File: src/rtl/fpu_mult_seq_pkg.sv
// ============================================================================
// Module  : fpu_mult_seq_pkg
// Purpose : Shared FSM encodings, FPU control codes and latency helper.
// Rev     : 1.0
// ============================================================================
`default_nettype none

package fpu_mult_seq_pkg;

  localparam logic [1:0] S_IDLE = 2'd0;
  localparam logic [1:0] S_RUN  = 2'd1;
  localparam logic [1:0] S_FIX  = 2'd2;
  localparam logic [1:0] S_DONE = 2'd3;

  typedef enum logic [2:0] {
    FPU_ADD   = 3'd0,
    FPU_SUB   = 3'd1,
    FPU_MULT  = 3'd2,
    FPU_MULTU = 3'd3,
    FPU_DIV   = 3'd4
  } fpu_ctrl_e;

  // Cycles from accepted start to the done pulse, inclusive of both ends.
  function automatic int mult_lat(input int width);
    return width + 2;
  endfunction

endpackage

`default_nettype wire

File: src/rtl/fpu_mult_seq_if.sv
// ============================================================================
// Module  : fpu_mult_seq_if
// Purpose : Request/response bundle between the control unit and the sequencer.
// Rev     : 1.0
// ============================================================================
`default_nettype none

interface fpu_mult_seq_if #(
  parameter int WIDTH = 32
);
  logic             start;
  logic             is_signed;
  logic [WIDTH-1:0] op_a;
  logic [WIDTH-1:0] op_b;
  logic             flush;
  logic             busy;
  logic             stall;
  logic             done;
  logic [WIDTH-1:0] result_lo;
  logic [WIDTH-1:0] result_hi;

  modport master (
    output start, is_signed, op_a, op_b, flush,
    input  busy, stall, done, result_lo, result_hi
  );

  modport slave (
    input  start, is_signed, op_a, op_b, flush,
    output busy, stall, done, result_lo, result_hi
  );
endinterface

`default_nettype wire

File: src/rtl/fpu_mult_seq_mult_step.sv
// ============================================================================
// Module  : mult_step
// Purpose : One radix-2 shift-add step: conditional add into upper half, then >>1.
// Rev     : 1.0
// ============================================================================
`default_nettype none

module mult_step #(
  parameter int WIDTH = 32
) (
  input  wire logic [2*WIDTH-1:0] i_acc,
  input  wire logic [WIDTH-1:0]   i_mcand,
  input  wire logic               i_bit,
  output logic      [2*WIDTH-1:0] o_acc_next
);

  logic [WIDTH:0]   w_sum;
  logic [WIDTH-1:0] w_addend;

  assign w_addend = i_bit ? i_mcand : '0;
  // Carry out of the add lands in the MSB after the shift, so nothing is lost.
  assign w_sum      = {1'b0, i_acc[2*WIDTH-1:WIDTH]} + {1'b0, w_addend};
  assign o_acc_next = {w_sum, i_acc[WIDTH-1:1]};

endmodule

`default_nettype wire

File: src/rtl/fpu_mult_seq.sv
// ============================================================================
// Module  : fpu_mult_seq
// Purpose : Multi-cycle signed/unsigned shift-add multiplier sequencer.
// Rev     : 1.0
// ============================================================================
`default_nettype none

module fpu_mult_seq
  import fpu_mult_seq_pkg::*;
#(
  parameter int WIDTH = 32
) (
  input wire logic       clk,
  input wire logic       reset,
  fpu_mult_seq_if.slave  bus
);

  localparam int               CNT_W  = $clog2(WIDTH);
  localparam logic [CNT_W-1:0] C_LAST = CNT_W'(WIDTH - 1);

  logic [1:0]         r_state;
  logic [CNT_W-1:0]   r_count;
  logic [WIDTH-1:0]   r_mcand;
  logic [WIDTH-1:0]   r_mplier;
  logic [2*WIDTH-1:0] r_acc;
  logic               r_neg;
  logic [WIDTH-1:0]   r_res_lo;
  logic [WIDTH-1:0]   r_res_hi;

  logic               w_busy;
  logic               w_accept;
  logic [WIDTH-1:0]   w_mag_a;
  logic [WIDTH-1:0]   w_mag_b;
  logic [2*WIDTH-1:0] w_acc_next;
  logic [2*WIDTH-1:0] w_prod;

  assign w_busy   = (r_state == S_RUN) || (r_state == S_FIX);
  assign w_accept = bus.start && !bus.flush &&
                    ((r_state == S_IDLE) || (r_state == S_DONE));

  // Most-negative input negates to itself, which read unsigned is the right magnitude.
  assign w_mag_a = (bus.is_signed && bus.op_a[WIDTH-1]) ? (~bus.op_a + WIDTH'(1)) : bus.op_a;
  assign w_mag_b = (bus.is_signed && bus.op_b[WIDTH-1]) ? (~bus.op_b + WIDTH'(1)) : bus.op_b;

  assign w_prod = r_neg ? (~r_acc + (2*WIDTH)'(1)) : r_acc;

  mult_step #(
    .WIDTH (WIDTH)
  ) u_step (
    .i_acc      (r_acc),
    .i_mcand    (r_mcand),
    .i_bit      (r_mplier[0]),
    .o_acc_next (w_acc_next)
  );

  always_ff @(posedge clk or posedge reset) begin
    if (reset) begin
      r_state  <= S_IDLE;
      r_count  <= '0;
      r_mcand  <= '0;
      r_mplier <= '0;
      r_acc    <= '0;
      r_neg    <= 1'b0;
      r_res_lo <= '0;
      r_res_hi <= '0;
    end else begin
      case (r_state)
        S_IDLE, S_DONE: begin
          if (w_accept) begin
            r_mcand  <= w_mag_a;
            r_mplier <= w_mag_b;
            r_neg    <= bus.is_signed & (bus.op_a[WIDTH-1] ^ bus.op_b[WIDTH-1]);
            r_acc    <= '0;
            r_count  <= '0;
            r_state  <= S_RUN;
          end else begin
            r_state  <= S_IDLE;
          end
        end
        S_RUN: begin
          if (bus.flush) begin
            r_state <= S_IDLE;
          end else begin
            r_acc    <= w_acc_next;
            r_mplier <= r_mplier >> 1;
            r_count  <= r_count + CNT_W'(1);
            if (r_count == C_LAST) begin
              r_state <= S_FIX;
            end
          end
        end
        S_FIX: begin
          if (bus.flush) begin
            r_state <= S_IDLE;
          end else begin
            r_res_lo <= w_prod[WIDTH-1:0];
            r_res_hi <= w_prod[2*WIDTH-1:WIDTH];
            r_state  <= S_DONE;
          end
        end
        default: r_state <= S_IDLE;
      endcase
    end
  end

  assign bus.busy      = w_busy;
  assign bus.stall     = w_busy | w_accept;
  assign bus.done      = (r_state == S_DONE);
  assign bus.result_lo = r_res_lo;
  assign bus.result_hi = r_res_hi;

endmodule

`default_nettype wire

File: src/flat_wrapper.sv
// flat-port wrapper written by rule: the top's interface ports become plain ports
module fpu_mult_seq_flat import fpu_mult_seq_pkg::*;
#(
  parameter int WIDTH = 32
)
  (clk, reset, bus_start, bus_is_signed, bus_op_a, bus_op_b, bus_flush, bus_busy, bus_stall, bus_done, bus_result_lo, bus_result_hi);
  fpu_mult_seq_if #(.WIDTH(WIDTH)) bus_i ();
  input wire logic clk;
  input wire logic reset;
  input wire logic [$bits(bus_i.start)-1:0] bus_start;
  input wire logic [$bits(bus_i.is_signed)-1:0] bus_is_signed;
  input wire logic [$bits(bus_i.op_a)-1:0] bus_op_a;
  input wire logic [$bits(bus_i.op_b)-1:0] bus_op_b;
  input wire logic [$bits(bus_i.flush)-1:0] bus_flush;
  output wire logic [$bits(bus_i.busy)-1:0] bus_busy;
  output wire logic [$bits(bus_i.stall)-1:0] bus_stall;
  output wire logic [$bits(bus_i.done)-1:0] bus_done;
  output wire logic [$bits(bus_i.result_lo)-1:0] bus_result_lo;
  output wire logic [$bits(bus_i.result_hi)-1:0] bus_result_hi;
  assign bus_i.start = bus_start;
  assign bus_i.is_signed = bus_is_signed;
  assign bus_i.op_a = bus_op_a;
  assign bus_i.op_b = bus_op_b;
  assign bus_i.flush = bus_flush;
  assign bus_busy = bus_i.busy;
  assign bus_stall = bus_i.stall;
  assign bus_done = bus_i.done;
  assign bus_result_lo = bus_i.result_lo;
  assign bus_result_hi = bus_i.result_hi;
  fpu_mult_seq #(.WIDTH(WIDTH)) u_core (.clk(clk), .reset(reset), .bus(bus_i));
endmodule
File: config.mk
export PLATFORM = sky130hd
export DESIGN_NAME = fpu_mult_seq_flat
export DESIGN_NICKNAME = d
export VERILOG_FILES = /design/src/rtl/fpu_mult_seq_pkg.sv /design/src/rtl/fpu_mult_seq_if.sv /design/src/rtl/fpu_mult_seq_mult_step.sv /design/src/rtl/fpu_mult_seq.sv /design/src/flat_wrapper.sv
export SDC_FILE = /design/constraint.sdc
export NUM_CORES = 1
export LEC_CHECK = 0
export CAP_MARGIN = 20
export CORE_MARGIN = 1.5
export CORE_UTILIZATION = 35
export DETAILED_ROUTE_END_ITERATION = 8
export GPL_TIMING_DRIVEN = 0
export SETUP_SLACK_MARGIN = 0.5
export SYNTH_ARGS = -nofsm -noshare
export SYNTH_HDL_FRONTEND = slang
export SYNTH_SLANG_ARGS = --single-unit
export TNS_END_PERCENT = 50
File: constraint.sdc
create_clock -name clk -period 10.9 [get_ports clk]
set_input_delay 2.18 -clock clk [delete_from_list [all_inputs] [get_ports clk]]
set_output_delay 2.18 -clock clk [all_outputs]
set_load 0.005 [all_outputs]
======== Word level (Yosys, flattened, before mapping) ========
Index checks and enable logic that the tools add are counted.
word-level totals
  bits in registers ....................... 200
  bits in latches ......................... 0
  memory bits (writable) .................. 0
  ROM bits ................................ 0
  memories kept ........................... 0
operators by class
  add/subtract/negate cells ............... 5
  multipliers ............................. 0
  divide/modulo/power cells ............... 0
  order comparisons ....................... 0
  equal/unequal tests ..................... 7
  shift-type cells ........................ 0
  muxes and demuxes ....................... 18
  bitwise gates (word level) .............. 7
  reductions and logical operators ........ 13
operator list
  operator                                                                 number
  64-bit two-way mux                                                       3
  32-bit two-way mux                                                       5
  64-bit one-hot mux with 2 select lines                                   1
  32-bit by 1-bit adder with 32-bit output, second input constant          2
  64-bit by 1-bit adder with 64-bit output, second input constant          1
  32-bit inverter                                                          2
  64-bit inverter                                                          1
  32-bit one-hot mux with 2 select lines                                   1
  32-bit by 32-bit adder with 33-bit output                                1
  5-bit two-way mux                                                        2
  5-bit one-hot mux with 2 select lines                                    1
  2-bit two-way mux                                                        3
  2-bit one-hot mux with 3 select lines                                    1
  5-bit by 1-bit adder with 5-bit output, second input constant            1
  5-bit equality test, second input constant                               1
  2-bit equality test, second input constant                               2
  1-bit logical AND                                                        4
  2-bit AND reduction                                                      2
  3-bit inequality test, second input constant                             1
  3-bit AND reduction                                                      1
  2-bit by 1-bit equality test with 1-bit output, second input constant    1
  2-bit logical NOT                                                        1
  1-bit logical OR                                                         2
  2-bit by 1-bit inequality test with 1-bit output, second input constant  1
  9 further kinds                                                          9

======== Logic depth before layout (Yosys ltp) ========
Gate-level depths: netlist of run 1.
  depth in word-level cells ............... 5
  gate-level depth with buffers ........... 13
  gate-level depth less buffers ........... 12

======== By module ========
A second synthesis of run 1 with hierarchy kept.
second synthesis, totals
  cells, all modules ...................... 1503
  area, all modules ....................... 12799.8 um^2
modules (own cells, without submodules)
  module        instances  cells an instance  area an instance (um^2)
  fpu_mult_seq  1          1208               10612.7
  mult_step     1          295                2187.1

======== Worst setup path after synthesis of run 1 ========
Ideal clock, no wire load.
  path type ............................... input to output
  start point ............................. in bus_start
  end point ............................... out bus_stall
  arrival ................................. 2388 ps
  path slack .............................. 6332 ps
  cell stages on the path ................. 2
  buffers on the path ..................... 0
  cell sequence ........................... inv_1 -> o21ai_0
between the ends
  word-level cells in the longest chain between the ends .. 3
ends and longest elaborated chain
  what                             RTL line             source
  start: declaration               flat_wrapper.sv:10   input wire logic [$bits(bus_i.start)-1:0] bus_start;
  1-bit logical AND (2 in series)  fpu_mult_seq.sv:38   assign w_accept = bus.start && !bus.flush &&
  1-bit OR                         fpu_mult_seq.sv:107  assign bus.stall = w_busy | w_accept;
  end: declaration                 flat_wrapper.sv:16   output wire logic [$bits(bus_i.stall)-1:0] bus_stall;
No other way between the ends.

======== Final worst setup path of run 1 ========
  start point ............................. in bus_flush
  end point ............................... out bus_stall
between the ends
  word-level cells in the longest chain between the ends .. 4
ends and longest elaborated chain
  what                             RTL line             source
  start: declaration               flat_wrapper.sv:14   input wire logic [$bits(bus_i.flush)-1:0] bus_flush;
  1-bit logical NOT                fpu_mult_seq.sv:38
  1-bit logical AND (2 in series)  fpu_mult_seq.sv:38
  1-bit OR                         fpu_mult_seq.sv:107
No other way between the ends.

==> metrics.yaml, run 1 <==
antenna_found_initial: 0
seqCellArea_um2: 5000
postLayoutCoreUtil_pct: 43.3
maxCapViolCount: 0
final_cell_mix: "nand2_1, dfrtp_1, o21ai_0"
synth_warnings: 0
placed_area_um2: 14000
fillers: 3432
power.internal_mw: 1.35
multi_input_area_um2: 6640
drive_gt1_share_pct: 3.13
stdcell_area_um2: 14600
postRouteAntennaNets: 0
start_kind: "input pin"
period_share_pct: 52.9
synth_area_um2: 12000
dp_cells: 2011
avgViaCountPerCell: 5.22
relSlewSlack_pct: 41.7
postCtsSetupBuffers: 0
fmax_ghz: 0.174
coreArea_um2: 33700
pwr_density_cell_nw_per_um2: 141
grt_pass1_wl_um: 55700
io_pins: 136
leakage_nw: 6.37
status: "finished, final reports clean"
synth_area_per_cell_um2: 8.43
yosys.area.top_type: "dfrtp_1"
cts-hold-fix-buffers: 0
dr.pass1.iters: 5
yosysSeqAreaShare_pct: 41.6
skew_ns: 0.0136
required_ns: 8.72
ys_types: 55
ctsResizeCount: 0
fin_total_pwr_mw: 2.06
drtIter0Drc: 648
critical_path_arrival_ns: 3.58
cts-root-buf: "clkbuf_16"
clock_power_share_pct: 32.0
num_rows: 67
num-nets-final: 1693
clkLatencyLatePin_ns: 0.44
netlist.area_leader.share_pct: 41.6
design.die.area_um2: 35500
power_frac_comb_pct: 25.3
grt-ovfl-total: 0
syn_nets: 1537
numCtsBuffers: 17
hold_viol_final: 0
yosys-top-cells-area: "dfrtp_1, nand2_1, o21ai_0"
layout.cells.most_common: "nand2_1"
min_period_ns: 5.76
ir_drop_uv: 99.9
slew_viol_final: 0
fp.dieW_um: 188
tightest_slew_ns: 0.853
setup_viol: 0
synth_seq_cells: 200
grtUsageTotal_pct: 19.6
worstSetupEndpointType: "primary output"
port-buffer-count: 135
vias: 10700
clockBufferDepth: 2
routabilityCongestion: 0.869
stdcell_count: 2044
hold-worst-slack_ns: 0.476
wl_um: 33800
synth-main-ff-cell: "dfrtp_1"
hp-class: "flop to flop"
tns_ns: 0
cp_max_fo: 7
p_seq_share_pct: 42.7
routedWlPerCell_um: 16.6
async_reset_ff_share_pct: 100
grt_max_degree: 118
cts_tree: "yes"
dp_hpwl_um: 26100
synth-edff-count: 0
p_sw_uw: 702
pre_cts_slack_ns: 5.13
path_clk_slew_ns: 0.07
fin_ws_ns: 5.14
antenna_cells: 0
htreeDepth: 4
grt_pass1_vias: 10600
path_class: "input pin to primary output"
syn2layout_area_growth_pct: 21.2
dieHeight_um: 188
power.share.switching_pct: 34.1
drc: 0
syn_inst: 1427
cts_sinks: 200
initial_core_util_pct: 35.7
rsz0062_at_grt: "no"
critical path, stage by stage:
cell and delay (ns):
clkdlybuf4s50_1 0.53, o21ai_0 0.30, clkdlybuf4s50_1 0.57
cell type report:
| cell class | count | area share, % |
|---|---|---|
| multi-input cells | 1123 | 45.5 |
| flip-flops and latches | 200 | 34.3 |
| repair buffers | 137 | 9.49 |
| well taps | 448 | 3.84 |
| clock buffers | 18 | 2.94 |
| plain buffers | 81 | 2.08 |
| clock inverters | 14 | 1.19 |
| inverters | 23 | 0.643 |
kinds of logic (layout without fill, tap and decap cells):
group,after synthesis,count (layout),synth area share (%)
and+or+nand+nor,522,522,19.8
AOI/OAI and AO/OA,408,408,19.9
DFF,200,200,41.6
xor gates and xnor gates,148,148,10.8
buffers and inverters,104,273,3.24
adders and majority gates,41,41,4.33
muxes,4,4,0.333
registers in the layout, indices dropped and copies added (netlist names):
name and count:
u_core.r_neg 1, u_core.bus.result_lo 32, u_core.bus.result_hi 32, u_core.r_acc 64
u_core.r_state 2, u_core.r_count 5, u_core.r_mcand 32, u_core.r_mplier 32
synth_stat cells, drive strengths merged, types with 2 or more instances:
cell type and count:
nor4 11, nor2 73, o31ai 37, and3 8, ha 40, nand2 263, nand2b 9, o21bai 3
a22oi 8, or3 15, nand4 7, a211oi 7, o211ai 6, a21boi 3, nand3 55, a311oi 2
a31o 2, mux2i 4, a31oi 7, or2 5, a21o 15, o21a 2, inv 22, nor3 17
buf 2, o41ai 14, xnor2 53, clkbuf 79, a21oi 85, or4 15, and2 36, nand3b 2
o22ai 21, dfrtp 200, xor2 95, nor2b 4, o21ai 188
per-layer routing:
metal | routed length, µm | vias to the layer above | global-route usage (%)
met3 | 1250 | 29 | 2.48
met4 | 448 | 0 | 5.40
met2 | 15900 | 249 | 32.2
li1 | - | 5307 | -
met1 | 16300 | 5087 | 27.1
met5 | 0 | - | 0
path summary, 6_finish.rpt:
| kind | end | start | slack [ns] | depth (start not counted) |
|---|---|---|---|---|
| setup reg to reg | u_core.r_acc[59] | u_core.r_mplier[0] | 6.83 | 13 |
| max in group asynchronous | u_core.bus.result_hi[30] | reset | 7.73 | 3 |
| min in group asynchronous | u_core.r_state[1] | reset | 2.29 | 2 |
| hold / removal | u_core.r_mcand[30] | u_core.r_mcand[30] | 0.48 | 2 |
| hold reg to reg | u_core.r_mcand[30] | u_core.r_mcand[30] | 0.48 | 2 |
| setup / recovery | bus_stall | bus_flush | 5.14 | 3 |
power by group through the flow:
| stage | Sequential (mW) | Combinational [mW] | Clock (mW) |
|---|---|---|---|
| final | 0.879 | 0.521 | 0.657 |
| after global routing | 0.890 | 0.584 | 0.702 |
| after CTS | 0.878 | 0.521 | 0.671 |
| after detailed placement | 0.892 | 0.519 | 0 |
| after global placement | 0.890 | 0.512 | 0 |
| after floorplan | 0.871 | 0.359 | 0 |
Power figures use the tool's default switching activity.
==> inputs of run 2 (changes only) <==
==> constraint.sdc (replaced) <==
create_clock -name clk -period 5 [get_ports clk]
set_input_delay 1 -clock clk [delete_from_list [all_inputs] [get_ports clk]]
set_output_delay 1 -clock clk [all_outputs]
set_load 0.005 [all_outputs]
==> run 2 against run 1 <==
Net effect: die area unchanged; sequential share of layout area fell by 0.13 points; sequential cell count unchanged; clock power is 110% higher; worst setup slack worse by 4.1 ns; power rose by 120%; non-clock buffer count increased by 4; wire length up 0.24%; clock skew fell by 0.0014 ns; via count rose by 0.66%; worst hold slack got worse by 0.0053 ns; critical endpoint is now u_core.r_acc[59]; largest power group unchanged.
==> metrics.yaml, run 2 (synthesized netlist as in run 1, its figures left out) <==
hold_end: "u_core.r_mcand[29]"
hold_viol_final: 0  # unchanged
relSlewSlack_pct: 46.3  # +4.6 points
critical_path.cell_chain: "clkbuf_1 > and2_1 > ha_1 > inv_1 > fa_1 > nor2b_1 > o2111ai_1 > a31o_2 > a21oi_1 > nor2_1 > o21ai_0 > nand3_1 > o311ai_0"
fin_ws_ns: 0.991  # -4.15 ns
port-buffer-count: 135  # unchanged
antenna_cells: 0  # unchanged
grt-ovfl-total: 0  # unchanged
vias: 10700  # +0.66%
cts-root-buf: "clkbuf_16"
leakage_nw: 6.39  # +0.27%
dp_hpwl_um: 26600  # +1.6%
reg2regPathDepth: 13  # unchanged
io_pins: 136  # unchanged
fillers: 3416  # -0.47%
antenna_found_initial: 0  # unchanged
coreArea_um2: 33700  # unchanged
cts_sinks: 200  # unchanged
holdPathStages: 2  # unchanged
dp_cells: 2015  # +0.20%
multi_input_area_um2: 6640  # unchanged
maxCapViolCount: 0  # unchanged
cp_max_fo: 10  # +3
rsz0062_at_grt: "no"
ir_drop_uv: 233  # +130%
worstReg2RegStart: "u_core.r_mplier[0]"
syn2layout_area_growth_pct: 21.7
worstSetupEndpointType: "flop"
hold_start: "u_core.r_mcand[29]"
postRouteAntennaNets: 0  # unchanged
cpLargestDelayFamily: "compound AO/OA/AOI/OAI gates"
stdcell_count: 2048  # +0.20%
postCtsSetupBuffers: 0  # unchanged
routedWlPerCell_um: 16.6  # about the same
cts-hold-fix-buffers: 0  # unchanged
tightest_slew_ns: 0.786  # -0.0675 ns
grt_pass1_wl_um: 55700  # about the same
setup_viol: 0  # unchanged
grtUsageTotal_pct: 19.5  # -0.10 points
stdcell_area_um2: 14600  # +0.39%
status: "finished, final reports clean"
regMostFlops: "u_core.r_acc"
path_clk_slew_ns: 0.08  # about the same
dr.pass1.iters: 5  # unchanged
required_ns: 5.31  # -3.41 ns
skew_ns: 0.0123  # -0.00137 ns
fin_total_pwr_mw: 4.45  # +120%
avgViaCountPerCell: 5.25  # +0.46%
num_rows: 67  # unchanged
drc: 0  # unchanged
grt_pass1_vias: 10600  # +0.54%
final_cell_mix: "nand2_1, dfrtp_1, o21ai_0"
num-nets-final: 1697  # +0.24%
seqCellArea_um2: 5000  # unchanged
layout.cells.most_common: "nand2_1"
clockBufferDepth: 2  # unchanged
drive_gt1_share_pct: 3.38  # +0.24 points
routabilityCongestion: 0.871  # +0.24%
path_class: "flop to flop"
grt_max_degree: 43  # -64%
numCtsBuffers: 17  # unchanged
largest_register_ffs: 64  # unchanged
pre_cts_slack_ns: 0.997  # -4.13 ns
cp_slowest_stage_delay_ns: 0.61  # +0.04 ns
slew_viol_final: 0  # unchanged
pwr_density_cell_nw_per_um2: 304  # +120%
drtIter0Drc: 717  # +11%
dieHeight_um: 188  # unchanged
hp-class: "flop to flop"
clkLatencyLatePin_ns: 0.44  # about the same
placed_area_um2: 14000  # +0.49%
fp.dieW_um: 188  # unchanged
critPathSlowestCell: "o21ai_0"
htreeDepth: 4  # unchanged
start_kind: "flop"
reg2reg_to: "u_core.r_acc[59]"
design.die.area_um2: 35500  # unchanged
critical_path_arrival_ns: 4.32  # +0.74 ns
crit_buf_inv: 2  # unchanged
ctsResizeCount: 0  # unchanged
hold-worst-slack_ns: 0.471  # -0.00527 ns
r2r_setup_slack_ns: 0.99  # -5.84 ns
wl_um: 33900  # +0.24%
cts_tree: "yes"
initial_core_util_pct: 35.7  # unchanged
period_share_pct: 80.2
fmax_ghz: 0.249
min_period_ns: 4.01
run 2: worst min-delay path, stage by stage (launching register included):
cell     delay, ns
dfrtp_1       0.34
nand2_1       0.04
o21ai_0       0.05
run 2: worst max path at each step:
stage | startpoint | to | depth (start not counted)
after floorplan | reset | u_core.bus.result_hi[0] | 1
after global placement | reset | u_core.r_mcand[26] | 2
after detailed placement | u_core.r_mplier[0] | u_core.r_acc[59] | 13
after CTS | u_core.r_mplier[0] | u_core.r_acc[59] | 13
after global routing | u_core.r_mplier[0] | u_core.r_acc[59] | 13
final | u_core.r_mplier[0] | u_core.r_acc[59] | 13
run 2: area by class of cell:
type                    instances  area share [%]
flip-flops and latches        200            34.2
inverters                      23           0.615
well taps                     448            3.83
multi-input cells            1123            45.3
repair buffers                141            9.95
clock inverters                13            1.02
plain buffers                  81            2.08
clock buffers                  19            3.02
run 2: where the power goes:
part	total, mW	switching (mW)	internal [mW]
clock network	1.39	0.702	0.687
registers	1.92	0.136	1.78
logic	1.14	0.687	0.454
run 2: metrics by stage:
stage               util [%]  TNS [ns]
finish                  43.5         0
global route            43.5         0
CTS                     43.4         0
detailed placement      41.7         0
global placement        41.4    -36.39
floorplan                  -         0
run 2: metal layers:
layer  vias to the layer above  global-route usage, %  share of wire (%)  wire length [µm]
met5                         -                      0                  0                 0
met4                         0                   6.65                2.6               889
met3                        53                   2.70                4.7              1580
met2                       274                   31.2                 46             15500
met1                      5091                   27.0                 47             16000
li1                       5324                      -                  -                 -
